File: config.mk
export PLATFORM = sky130hd
export DESIGN_NAME = digit_scan_counter
export DESIGN_NICKNAME = d
export VERILOG_FILES = /design/src/rtl/digit_scan_counter_pkg.sv /design/src/rtl/lfsr_galois.sv /design/src/rtl/digit_scan_counter.sv
export SDC_FILE = /design/constraint.sdc
export NUM_CORES = 1
export LEC_CHECK = 0
export CAP_MARGIN = 10
export CORE_MARGIN = 1
export CORE_UTILIZATION = 55
export CTS_CLUSTER_DIAMETER = 50
export DETAILED_ROUTE_END_ITERATION = 10
export PLACE_DENSITY = 0.79
export SLEW_MARGIN = 15
export SYNTH_ARGS = -nofsm -noshare
export SYNTH_HDL_FRONTEND = slang
export SYNTH_SLANG_ARGS = --single-unit
export TNS_END_PERCENT = 1
File: constraint.sdc
create_clock -name clk -period 2.9 [get_ports clk]
set_input_delay 0.435 -clock clk [delete_from_list [all_inputs] [get_ports clk]]
set_output_delay 0.435 -clock clk [all_outputs]
set_load 0.01 [all_outputs]
File: src/rtl/digit_scan_counter_pkg.sv
// rtl/digit_scan_counter_pkg.sv - shared constants and helpers for the digit scan counter
// Contents:
//   DIGIT_W, SCAN_DATA_W        digit width and decoder input width
//   default_lfsr_taps(width)    maximal-length Galois tap mask (right-shift form)
//   digit_step(d, up, modulus)  one-digit increment/decrement, returns {carry, digit}
package digit_scan_counter_pkg;

    localparam int DIGIT_W     = 4;
    localparam int SCAN_DATA_W = 5;

    function automatic logic [31:0] default_lfsr_taps(input int width);
        logic [31:0] taps;
        case (width)
            3:       taps = 32'h0000_0006;
            4:       taps = 32'h0000_000C;
            5:       taps = 32'h0000_0014;
            6:       taps = 32'h0000_0030;
            7:       taps = 32'h0000_0060;
            8:       taps = 32'h0000_00B8;
            16:      taps = 32'h0000_B400;
            default: taps = 32'h0000_00B8;
        endcase
        return taps;
    endfunction

    // Carry/borrow is only meaningful when the digit is actually stepped;
    // the caller gates the call with the incoming carry.
    function automatic logic [DIGIT_W:0] digit_step(
        input logic [DIGIT_W-1:0] d,
        input logic               up,
        input logic [DIGIT_W:0]   modulus
    );
        logic [DIGIT_W:0] top_val;
        logic [DIGIT_W:0] result;
        top_val = modulus - (DIGIT_W+1)'(1);
        if (up) begin
            if ({1'b0, d} == top_val) begin
                result = {1'b1, {DIGIT_W{1'b0}}};
            end else begin
                result = {1'b0, d + DIGIT_W'(1)};
            end
        end else begin
            if (d == '0) begin
                result = {1'b1, top_val[DIGIT_W-1:0]};
            end else begin
                result = {1'b0, d - DIGIT_W'(1)};
            end
        end
        return result;
    endfunction

endpackage

File: src/rtl/lfsr_galois.sv
// rtl/lfsr_galois.sv - Galois LFSR advanced by a step strobe
// Ports:
//   clk, rst   clock, synchronous active-high reset (loads LFSR_SEED)
//   step       advance one Galois step this edge
//   state      current LFSR state
module lfsr_galois
    import digit_scan_counter_pkg::*;
#(
    parameter int                LFSR_W    = 8,
    parameter logic [LFSR_W-1:0] LFSR_TAPS = LFSR_W'(default_lfsr_taps(LFSR_W)),
    parameter logic [LFSR_W-1:0] LFSR_SEED = LFSR_W'(1)
) (
    input  logic              clk,
    input  logic              rst,
    input  logic              step,
    output logic [LFSR_W-1:0] state
);

    logic [LFSR_W-1:0] shifted;
    logic [LFSR_W-1:0] next_state;

    assign shifted    = state >> 1;
    assign next_state = state[0] ? (shifted ^ LFSR_TAPS) : shifted;

    always_ff @(posedge clk) begin
        if (rst) begin
            state <= LFSR_SEED;
        end else if (state == '0) begin
            // All-zero is a lock-up state for an XOR LFSR; recover regardless of step.
            state <= LFSR_SEED;
        end else if (step) begin
            state <= next_state;
        end
    end

endmodule

File: src/rtl/digit_scan_counter.sv
// rtl/digit_scan_counter.sv - period ticker driving a multi-digit up/down counter with scanned display output
// Ports:
//   clk, rst      clock, synchronous active-high reset
//   en            period counter enable
//   clear         synchronous clear of period counter and digits
//   mode_rand     0 = fixed period (MAX_COUNT), 1 = LFSR-derived period
//   up_down       1 = count up, 0 = count down
//   hex_mode      forwarded as bit 4 of scan_data_o
//   tick_o        one-cycle pulse per elapsed period
//   overflow_o    one-cycle pulse when the whole digit chain wraps
//   digits_o      all digits, digit 0 in bits [3:0]
//   scan_sel_o    one-hot active digit select
//   scan_data_o   {hex_mode, active digit}
//   lfsr_o        current LFSR state
module digit_scan_counter
    import digit_scan_counter_pkg::*;
#(
    parameter int                CNT_W      = 16,
    parameter logic [CNT_W-1:0]  MAX_COUNT  = CNT_W'(10000),
    parameter int                NUM_DIGITS = 4,
    parameter int                DIGIT_MOD  = 10,
    parameter int                LFSR_W     = 8,
    parameter logic [LFSR_W-1:0] LFSR_TAPS  = LFSR_W'(default_lfsr_taps(LFSR_W)),
    parameter logic [LFSR_W-1:0] LFSR_SEED  = LFSR_W'(1),
    parameter logic [CNT_W-1:0]  RAND_BASE  = CNT_W'(16'h2000),
    parameter int                RAND_SHIFT = 5,
    parameter int                SCAN_DIV   = 16
) (
    input  logic                          clk,
    input  logic                          rst,
    input  logic                          en,
    input  logic                          clear,
    input  logic                          mode_rand,
    input  logic                          up_down,
    input  logic                          hex_mode,
    output logic                          tick_o,
    output logic                          overflow_o,
    output logic [DIGIT_W*NUM_DIGITS-1:0] digits_o,
    output logic [NUM_DIGITS-1:0]         scan_sel_o,
    output logic [SCAN_DATA_W-1:0]        scan_data_o,
    output logic [LFSR_W-1:0]             lfsr_o
);

    localparam int IDX_W = (NUM_DIGITS > 1) ? $clog2(NUM_DIGITS) : 1;
    localparam int DIV_W = (SCAN_DIV > 1) ? $clog2(SCAN_DIV) : 1;
    localparam logic [DIGIT_W:0] MOD_V = (DIGIT_W+1)'(DIGIT_MOD);

    // ---------------- period counter ----------------
    logic [CNT_W-1:0] cnt;
    logic [CNT_W-1:0] rand_cmp;
    logic [CNT_W-1:0] cmp;
    logic             hit;
    logic             lfsr_step;

    // Truncation to CNT_W is intentional: the random period wraps within the counter width.
    assign rand_cmp  = RAND_BASE + (CNT_W'(lfsr_o) << RAND_SHIFT);
    assign cmp       = mode_rand ? rand_cmp : MAX_COUNT;
    // >= rather than == so a compare lowered below cnt ends the period immediately.
    assign hit       = (cnt >= cmp);
    assign lfsr_step = en & hit & ~clear;

    always_ff @(posedge clk) begin
        if (rst || clear) begin
            cnt    <= '0;
            tick_o <= 1'b0;
        end else if (en) begin
            if (hit) begin
                cnt    <= '0;
                tick_o <= 1'b1;
            end else begin
                cnt    <= cnt + CNT_W'(1);
                tick_o <= 1'b0;
            end
        end else begin
            tick_o <= 1'b0;
        end
    end

    lfsr_galois #(
        .LFSR_W    (LFSR_W),
        .LFSR_TAPS (LFSR_TAPS),
        .LFSR_SEED (LFSR_SEED)
    ) u_lfsr (
        .clk   (clk),
        .rst   (rst),
        .step  (lfsr_step),
        .state (lfsr_o)
    );

    // ---------------- digit chain ----------------
    logic [NUM_DIGITS-1:0][DIGIT_W-1:0] digits_q;
    logic [NUM_DIGITS-1:0][DIGIT_W-1:0] digits_next;
    logic [DIGIT_W:0]                   step_res;
    logic                               chain_carry;

    // Ripple: each digit steps only when everything below it wrapped.
    // Carry out of the top digit leaves the chain already wrapped.
    always_comb begin
        digits_next = digits_q;
        step_res    = '0;
        chain_carry = 1'b1;
        for (int i = 0; i < NUM_DIGITS; i++) begin
            if (chain_carry) begin
                step_res       = digit_step(digits_q[i], up_down, MOD_V);
                digits_next[i] = step_res[DIGIT_W-1:0];
                chain_carry    = step_res[DIGIT_W];
            end
        end
    end

    // Digits follow tick_o by one cycle; clear discards a same-cycle pending update.
    always_ff @(posedge clk) begin
        if (rst || clear) begin
            digits_q   <= '0;
            overflow_o <= 1'b0;
        end else if (tick_o) begin
            digits_q   <= digits_next;
            overflow_o <= chain_carry;
        end else begin
            overflow_o <= 1'b0;
        end
    end

    assign digits_o = digits_q;

    // ---------------- display scan ----------------
    logic [IDX_W-1:0] scan_idx;
    logic [DIV_W-1:0] scan_div;

    // Free-running: the display keeps refreshing while counting is disabled or cleared.
    always_ff @(posedge clk) begin
        if (rst) begin
            scan_div   <= '0;
            scan_idx   <= '0;
            scan_sel_o <= NUM_DIGITS'(1);
        end else if (scan_div == DIV_W'(SCAN_DIV - 1)) begin
            scan_div   <= '0;
            scan_idx   <= (scan_idx == IDX_W'(NUM_DIGITS - 1)) ? '0 : scan_idx + IDX_W'(1);
            scan_sel_o <= (scan_sel_o << 1) | (scan_sel_o >> (NUM_DIGITS - 1));
        end else begin
            scan_div   <= scan_div + DIV_W'(1);
        end
    end

    assign scan_data_o = {hex_mode, digits_q[scan_idx]};

endmodule

# Word level (Yosys, flattened, before mapping)
# Index checks and enable logic that the tools add are counted.
[op_classes] n_addsub=12 n_mul=0 div_mod_pow=0 magnitude_cmp=2 eq_ne=6 shift=0 muxes=21 bitwise=8 n_reduce_logical=13
[ops] cell="$mux W5" n=12
[ops] cell="$add A4 B1 Y4 const B" n=5
[ops] cell="$eq A4 B4 Y1 const B" n=5
[ops] cell="$add A16 B1 Y16 const B" n=1
[ops] cell="$ge A16 B15 Y1" n=1
[ops] cell="$logic_not A4 Y1" n=4
[ops] cell="$mux W16" n=1
[ops] cell="$sub A4 B1 Y4 const B" n=4
[ops] cell="$add A14 B13 Y15 const A" n=1
[ops] cell="$mux W15" n=1
[ops] cell="$bmux W4 S2" n=1
[ops] cell="$logic_not A8 Y1" n=1
[ops] cell="$mux W8" n=1
[ops] cell="$reduce_and A2 Y1" n=3
[ops] cell="$reduce_or A2 Y1" n=3
[ops] cell="$mux W4" n=1
[ops] cell="$not A1 Y1" n=4
[ops] cell="$not A3 Y4" n=1
[ops] cell="$or A4 B1 Y4" n=1
[ops] cell="$lt A2 B3 Y1 const B" n=1
[ops] cell="$mux W1" n=3
[ops] cell="$reduce_or A3 Y1" n=1
[ops] cell="$add A2 B1 Y2 const B" n=1
[ops] cell="$and A1 B1 Y1" n=2
[ops] cell="3 further kinds" n=3
[word_totals] ff_bits=52 latchBits=0 mem_bits_rw=0 romBits=0 in_bits=7 out_inout_bits=35 n_memories=0

# Longest topological paths before layout
# Gate-level depths: netlist of the first run.
[depth] ltp_word=7 mapped_depth=9 mapped_depth_nobuf=8

# Modules after synthesis
# A second synthesis of the first run with hierarchy kept.
[unflattened] hier_cells=387 hier_area_um2=3136.8
[modules_own_cells] module="digit_scan_counter" instances=1 cells_per_inst=350 area_per_inst_um2=2771.4 seq_area_each_um2=880.8
[modules_own_cells] module="lfsr_galois" instances=1 cells_per_inst=37 area_per_inst_um2=365.4 seq_area_each_um2=160.2

# Least setup slack after synthesis of the first run
# OpenSTA, ideal clock, no wires.
[synth_timing] path_kind="flip-flop to flip-flop" from="register u_lfsr.state[0]" to="register cnt[13]" setup_ns=0.075 t_arrival_ns=2.033 required_ns=2.825 setup_slack_ns=0.792 stages_incl_launch_ff=10 n_path_buf=2 cell_sequence="dfxtp_1 > clkbuf_1 > nand2_1 > ha_1 > nor2b_1 > o211a_1 > o2111ai_2 > a21boi_2 > buf_6 > nor3_2"
[synth_via] elab_chain_len=4
[synth_rtl] item="start, declared" line_no="lfsr_galois.sv:16" rtl="output logic [LFSR_W-1:0] state"
[synth_rtl] item="start signal, assigned" line_no="lfsr_galois.sv:32" rtl="state <= next_state;"
[synth_rtl] item="$add A14 B13 Y15" line_no="digit_scan_counter.sv:56" rtl="assign rand_cmp = RAND_BASE + (CNT_W'(lfsr_o) << RAND_SHIFT);"
[synth_rtl] item="$mux W15" line_no="digit_scan_counter.sv:57" rtl="assign cmp = mode_rand ? rand_cmp : MAX_COUNT;"
[synth_rtl] item="$ge A16 B15 Y1" line_no="digit_scan_counter.sv:59" rtl="assign hit = (cnt >= cmp);"
[synth_rtl] item="$mux W16" line_no="digit_scan_counter.sv:67" rtl="if (hit) begin"
[synth_rtl] item="end signal, assigned" line_no="digit_scan_counter.sv:71" rtl="cnt <= cnt + CNT_W'(1);"
[synth_rtl] item="end, declared" line_no="digit_scan_counter.sv:49" rtl="logic [CNT_W-1:0] cnt;"
# No other way between the ends.
# A chain may end at the register's enable or synchronous reset.

# Final worst setup path of the first run
[layout_timing] from="input mode_rand" to="register u_lfsr.state[2]"
[layout_via] elab_chain_len=4
[layout_rtl] item="start, declared" line_no="digit_scan_counter.sv:33" rtl="input logic mode_rand,"
[layout_rtl] item="$mux W15" line_no="digit_scan_counter.sv:57"
[layout_rtl] item="$ge A16 B15 Y1" line_no="digit_scan_counter.sv:59"
[layout_rtl] item="$and A1 B1 Y1 (2 in series)" line_no="digit_scan_counter.sv:60" rtl="assign lfsr_step = en & hit & ~clear;"
# No other way between the ends.

==> impl_metrics.json, run 1 <==
{
  "overflow": 0,
  "die_w_um": 79.0,
  "area_growth_syn_to_layout_pct": 13.6,
  "swShare_pct": 23.9,
  "p_per_area_nw_per_um2": 332,
  "fmax_ghz": 0.409,
  "syn-instance-count": 384,
  "share_comb_of_total_power_pct": 5.9,
  "drc": 0,
  "p_switching_mw": 0.294,
  "finalClockSkew_ns": 0.00870,
  "initial_core_util_pct": 58.1,
  "netlist_area_um2": 3260,
  "p_total_mw": 1.23,
  "slowest_delay_ns": 0.58,
  "cp_data_required_time_ns": 3.14,
  "dr.first_iter.drc_count": 141,
  "cp_num_buf_inv": 2,
  "rsz0062_at_grt": "false",
  "cts.hold.buffers_added": 0,
  "p_clk_share_pct": 35.4,
  "worstSetupStartpointType": "input port",
  "internal_power_mw": 0.937,
  "critPathKind": "input port to flop",
  "yosys.area_share.simple_pct": 27.7,
  "dp.cells": 467,
  "cp-end-kind": "flop",
  "sequentialPowerShare_pct": 58.7,
  "vias": 2784,
  "yosys_register_bits": 52,
  "cpMaxStageDelayCell": "clkdlybuf4s50_1",
  "drv_slew": 0,
  "syn_area_per_cell_um2": 8.49,
  "fill_cells": 483,
  "cp_top_family": "compound AO/OA/AOI/OAI gates",
  "first_pass_iters": 4,
  "yosys.cell_types.count": 61,
  "setup_violations": 0,
  "worstMarginPinSlew_ns": 0.716,
  "syn_nets": 404,
  "drive_above_1_share_pct": 10.4,
  "crit_fanout": 8,
  "num-nets-final": 422,
  "wire_per_inst_um": 14.5,
  "async_reset_ff_share_pct": 0,
  "synth_top_family_by_area": "simple AND/OR/NAND/NOR gates",
  "ctsHtreeMaxLevel": 2,
  "cp.arrival_ns": 2.69,
  "clockBufferDepth": 2,
  "core-area_um2": 5610,
  "cp_cell_sequence": "clkdlybuf4s50_1 -> inv_1 -> ha_1 -> nand4_1 -> o41ai_2 -> o2111ai_2 -> a21oi_4 -> mux2i_1",
  "antennaDiodeCount": 0,
  "synth-xor-area-share_pct": 6.72,
  "synth_ff_type": "dfxtp_1",
  "fin_crit_sh_pct": 84.4,
  "mostFrequentLayoutCells": "dfxtp_1 (52), clkdlybuf4s50_1 (39), nand2_1 (38)",
  "dieArea_um2": 6240,
  "cts_resized": 0,
  "num_rows": 27,
  "ys_seq_area_share_pct": 31.9,
  "p_leak_nw": 1.21,
  "ir_drop_mv": 0.189,
  "vias_per_cell": 5.87,
  "fin_setup_tns_ns": 0,
  "die_h_um": 79.0,
  "synth_edf_count": 0,
  "port-buffer-count": 39,
  "insertion_delay_ns": 0.31,
  "grt_pass1_vias": 2509,
  "dpl.hpwl_um": 4830,
  "cts.sinks": 52,
  "instances_no_fill": 474,
  "regArea_um2": 1040,
  "synth_fa_ha_area_share_pct": 4.99,
  "grt_usage_pct": 23.0,
  "cap_viol_max_count": 0,
  "yosysWarningCount": 0,
  "hp-class": "flop to flop",
  "cts_tree": "built",
  "routabilityCongestion": 0.883,
  "status": "finished clean",
  "grt_pass1_wl_um": 11700,
  "grt_antenna_before_repair": 0,
  "final_common_cell": "dfxtp_1",
  "drt_wl_total_um": 6850,
  "slew_headroom_pct": 52.3,
  "grt_max_degree": 32,
  "cts_made_buffers": 5,
  "synth_mux_area_share_pct": 5.95,
  "design_area_um2": 3700,
  "hold_slack_ns": 0.476,
  "period_needed_ns": 2.45,
  "finalHoldViolCount": 0,
  "placed_cell_area_um2": 3610,
  "synth_compound_area_share_pct": 15.8,
  "post_cts_buffers": 0,
  "clk_pin_slew_ns": 0.10,
  "clockRootBuffer": "clkbuf_8",
  "final_antenna_net_count": 0,
  "multi_input_area_um2": 1990,
  "ios": 42
}
-- per-layer routing --
layer	vias to the layer above	GRT usage (%)	wire length (um)
met5	-	0	0
met4	0	6.18	91
met3	12	3.68	266
met2	60	39.9	3390
met1	1319	29.5	3100
li1	1393	-	-
-- worst min-delay path, delay by kind of cell (launching register included) --
family           cells  cell delay (ns)
AND/OR/NAND/NOR      1             0.05
flip-flops           1             0.33
AO/OA/AOI/OAI        1             0.05
-- final timing paths --
path	end	cells after the start	from	slack, ns
worst min register to register	scan_sel_o[2]$_SDFFE_PP0P_	2	scan_sel_o[1]$_SDFFE_PP0P_	0.48
worst max-delay path	u_lfsr.state[2]$_SDFFE_PP0P_	8	mode_rand	0.45
worst max register to register	u_lfsr.state[2]$_SDFFE_PP0P_	7	u_lfsr.state[0]$_SDFFE_PP1P_	0.63
worst min-delay path	scan_sel_o[2]$_SDFFE_PP0P_	2	scan_sel_o[1]$_SDFFE_PP0P_	0.48
-- Yosys cell counts (all sizes together) (4+ instances only) --
master  instances  share of area (%)
nand3          12                1.8
nand4           9                1.7
nand2b          9                1.7
nor4            6                1.3
a31oi           5               0.96
nor3           27                6.3
and3            6                1.3
xnor2          16                4.3
buf            18                3.8
mux4            4                2.9
a21oi          25                4.2
and2            4               0.77
mux2i          10                3.1
o21ai          19                3.4
nand2          38                4.4
inv            11                1.3
ha             13                5.0
clkbuf         16                1.8
xor2            9                2.4
nor2           31                3.8
nor2b           6                1.2
dfxtp          52                 32
-- flip-flops by register name, summed over array words and instances (netlist names) --
signal        count
cnt              16
digits_o         16
u_lfsr.state      8
scan_div          4
scan_sel_o        4
scan_idx          2
overflow_o        1
tick_o            1
-- cell type report --
cell class / instances / area share (%)
timing repair buffer: 45 / 12.1
clock inverter: 1 / 0.236
multi-input combinational: 287 / 53.8
tap: 72 / 2.43
sequential: 52 / 28.1
clock buffer: 6 / 2.23
inverter: 11 / 1.11
-- logic make-up after synthesis --
logic type	after synthesis
and+or+nand+nor	161
buffers and inverters	45
AOI/OAI and AO/OA	74
DFF	52
muxes	14
xor gates and xnor gates	25
adders and majority gates	13
-- through the flow --
stage / util [%] / worst slack, ns
after floorplan: - / 0.792
after detailed placement: 64.4 / 0.123
after global placement: 64.4 / 0.231
final: 66.1 / 0.452
after global routing: 66.1 / 0.234
after CTS: 66.1 / 0.455
-- power groups by stage --
stage	sequential (mW)	combinational, mW	clock [mW]
after floorplan	0.738	0.0561	0
after global placement	0.739	0.0710	0
after detailed placement	0.739	0.0731	0
after CTS	0.722	0.0732	0.445
after global routing	0.723	0.0817	0.478
final	0.722	0.0732	0.436
No activity file was read; power rests on OpenSTA's default activity.
==> run 2, diff against run 1 <==
==> constraint.sdc (replaced) <==
create_clock -name clk -period 2.3 [get_ports clk]
set_input_delay 0.345 -clock clk [delete_from_list [all_inputs] [get_ports clk]]
set_output_delay 0.345 -clock clk [all_outputs]
set_load 0.01 [all_outputs]
==> impl_metrics.json, run 2 (synthesized netlist as in run 1, its figures left out) <==
{
  "insertion_delay_ns": 0.30,
  "regArea_um2": 1040,
  "clockBufferDepth": 2,
  "top_layer": "met4",
  "grt_pass1_wl_um": 11900,
  "mostFrequentLayoutCells": "dfxtp_1 (51), nand2_1 (38), clkdlybuf4s50_1 (38)",
  "dp.cells": 483,
  "cts.sinks": 52,
  "first_pass_iters": 4,
  "crit_fanout": 7,
  "worstMarginPinSlew_ns": 0.749,
  "clk_pin_slew_ns": 0.09,
  "grt_antenna_before_repair": 0,
  "initial_core_util_pct": 58.1,
  "cp_data_required_time_ns": 1.96,
  "rrSetupSlack_ns": 0.23,
  "drv_slew": 0,
  "clockRootBuffer": "clkbuf_8",
  "hold_slack_ns": 0.473,
  "die_h_um": 79.0,
  "instances_no_fill": 491,
  "drt_wl_total_um": 7090,
  "final_common_cell": "dfxtp_1",
  "port-buffer-count": 39,
  "reg2reg_depth": 8,
  "grt_usage_pct": 23.7,
  "setup_violations": 0,
  "p_leak_nw": 1.29,
  "slew_headroom_pct": 50.1,
  "fmax_ghz": 0.453,
  "p_per_area_nw_per_um2": 407,
  "worstSetupStartpointType": "flop",
  "final_antenna_net_count": 0,
  "wl_met1_um": 3200,
  "ir_drop_mv": 0.274,
  "status": "finished clean",
  "cts_tree": "built",
  "dpl.hpwl_um": 5060,
  "finalHoldViolCount": 0,
  "period_needed_ns": 2.21,
  "drive_above_1_share_pct": 14.1,
  "routabilityCongestion": 0.863,
  "fin_crit_sh_pct": 95.9,
  "dieArea_um2": 6240,
  "die_w_um": 79.0,
  "cts_resized": 2,
  "dr_wl_met2_um": 3480,
  "fin_setup_tns_ns": 0,
  "post_cts_buffers": 0,
  "hp-class": "flop to flop",
  "cp-end-kind": "output pin",
  "critPathKind": "flop to output pin",
  "num-nets-final": 438,
  "drc": 0,
  "cts.hold.buffers_added": 0,
  "hold_end": "scan_sel_o[2]$_SDFFE_PP0P_",
  "overflow": 0,
  "hp-start": "scan_sel_o[1]$_SDFFE_PP0P_",
  "fill_cells": 470,
  "ctsHtreeMaxLevel": 2,
  "num_rows": 27,
  "grt_pass1_vias": 2633,
  "whs_path_depth": 2,
  "grt_max_degree": 32,
  "cap_viol_max_count": 0,
  "slowest_delay_ns": 0.60,
  "finalClockSkew_ns": 0.00809,
  "r2r-end": "u_lfsr.state[1]$_SDFFE_PP0P_",
  "antennaDiodeCount": 0,
  "cts_made_buffers": 5,
  "rsz0062_at_grt": "false",
  "multi_input_area_um2": 1990,
  "wire_per_inst_um": 14.4,
  "area_growth_syn_to_layout_pct": 17.8,
  "utilization_pct": 68.5,
  "cp.arrival_ns": 1.86,
  "rr_startpoint": "u_lfsr.state[2]$_SDFFE_PP0P_",
  "dr.first_iter.drc_count": 135,
  "core-area_um2": 5610,
  "cpMaxStageDelayCell": "mux4_1",
  "met3_length_um": 289,
  "vias_per_cell": 5.80,
  "p_total_mw": 1.56,
  "vias": 2847,
  "cp_cell_sequence": "mux4_1 -> clkdlybuf4s50_1",
  "ios": 42
}
==> run 2: how the worst max path moves through the flow <==
| stage | start | end | slack, ns |
|---|---|---|---|
| floorplan | u_lfsr.state[0]$_SDFFE_PP1P_ | cnt[13]$_SDFFE_PP0P_ | 0.19 |
| CTS | scan_idx[0]$_SDFFE_PP0P_ | scan_data_o[3] | 0.08 |
| finish | scan_idx[0]$_SDFFE_PP0P_ | scan_data_o[3] | 0.09 |
| detailed placement | mode_rand | u_lfsr.state[1]$_SDFFE_PP0P_ | -0.36 |
| global placement | mode_rand | u_lfsr.state[1]$_SDFFE_PP0P_ | -0.26 |
| global route | scan_idx[0]$_SDFFE_PP0P_ | scan_data_o[3] | 0.04 |
==> run 2: critical path, delay by kind of cell, from the launching register on <==
| family | cells | cell delay [ns] |
|---|---|---|
| flops | 1 | 0.45 |
| buf+inv | 1 | 0.50 |
| mux | 1 | 0.60 |
==> run 2: area by class of cell <==
cell class,count,area share (%)
repair buffers,61,15.1
multi-input cells,287,51.9
flip-flops and latches,52,27.1
clock inverters,1,0.196
inverters,11,1.08
clock buffers,7,2.25
well taps,72,2.35
==> run 2: stage by stage <==
step	setup WS (ns)	instance area, um^2
detailed placement	-0.363	3750
CTS	0.0782	3840
finish	0.0942	3840
global route	0.0408	3840
global placement	-0.264	3750
floorplan	0.192	3260
==> run 2: layer usage <==
metal | GRT usage (%) | vias up
li1 | - | 1422
met1 | 29.2 | 1333
met2 | 40.2 | 81
met3 | 3.79 | 11
met4 | 10.9 | 0
met5 | 0 | -
==> run 2: power breakdown <==
group / leakage, nW / switching (mW) / internal, mW
Clock: 0.0445 / 0.308 / 0.245
Combinational: 0.823 / 0.0587 / 0.0399
Sequential: 0.420 / 0.00568 / 0.905
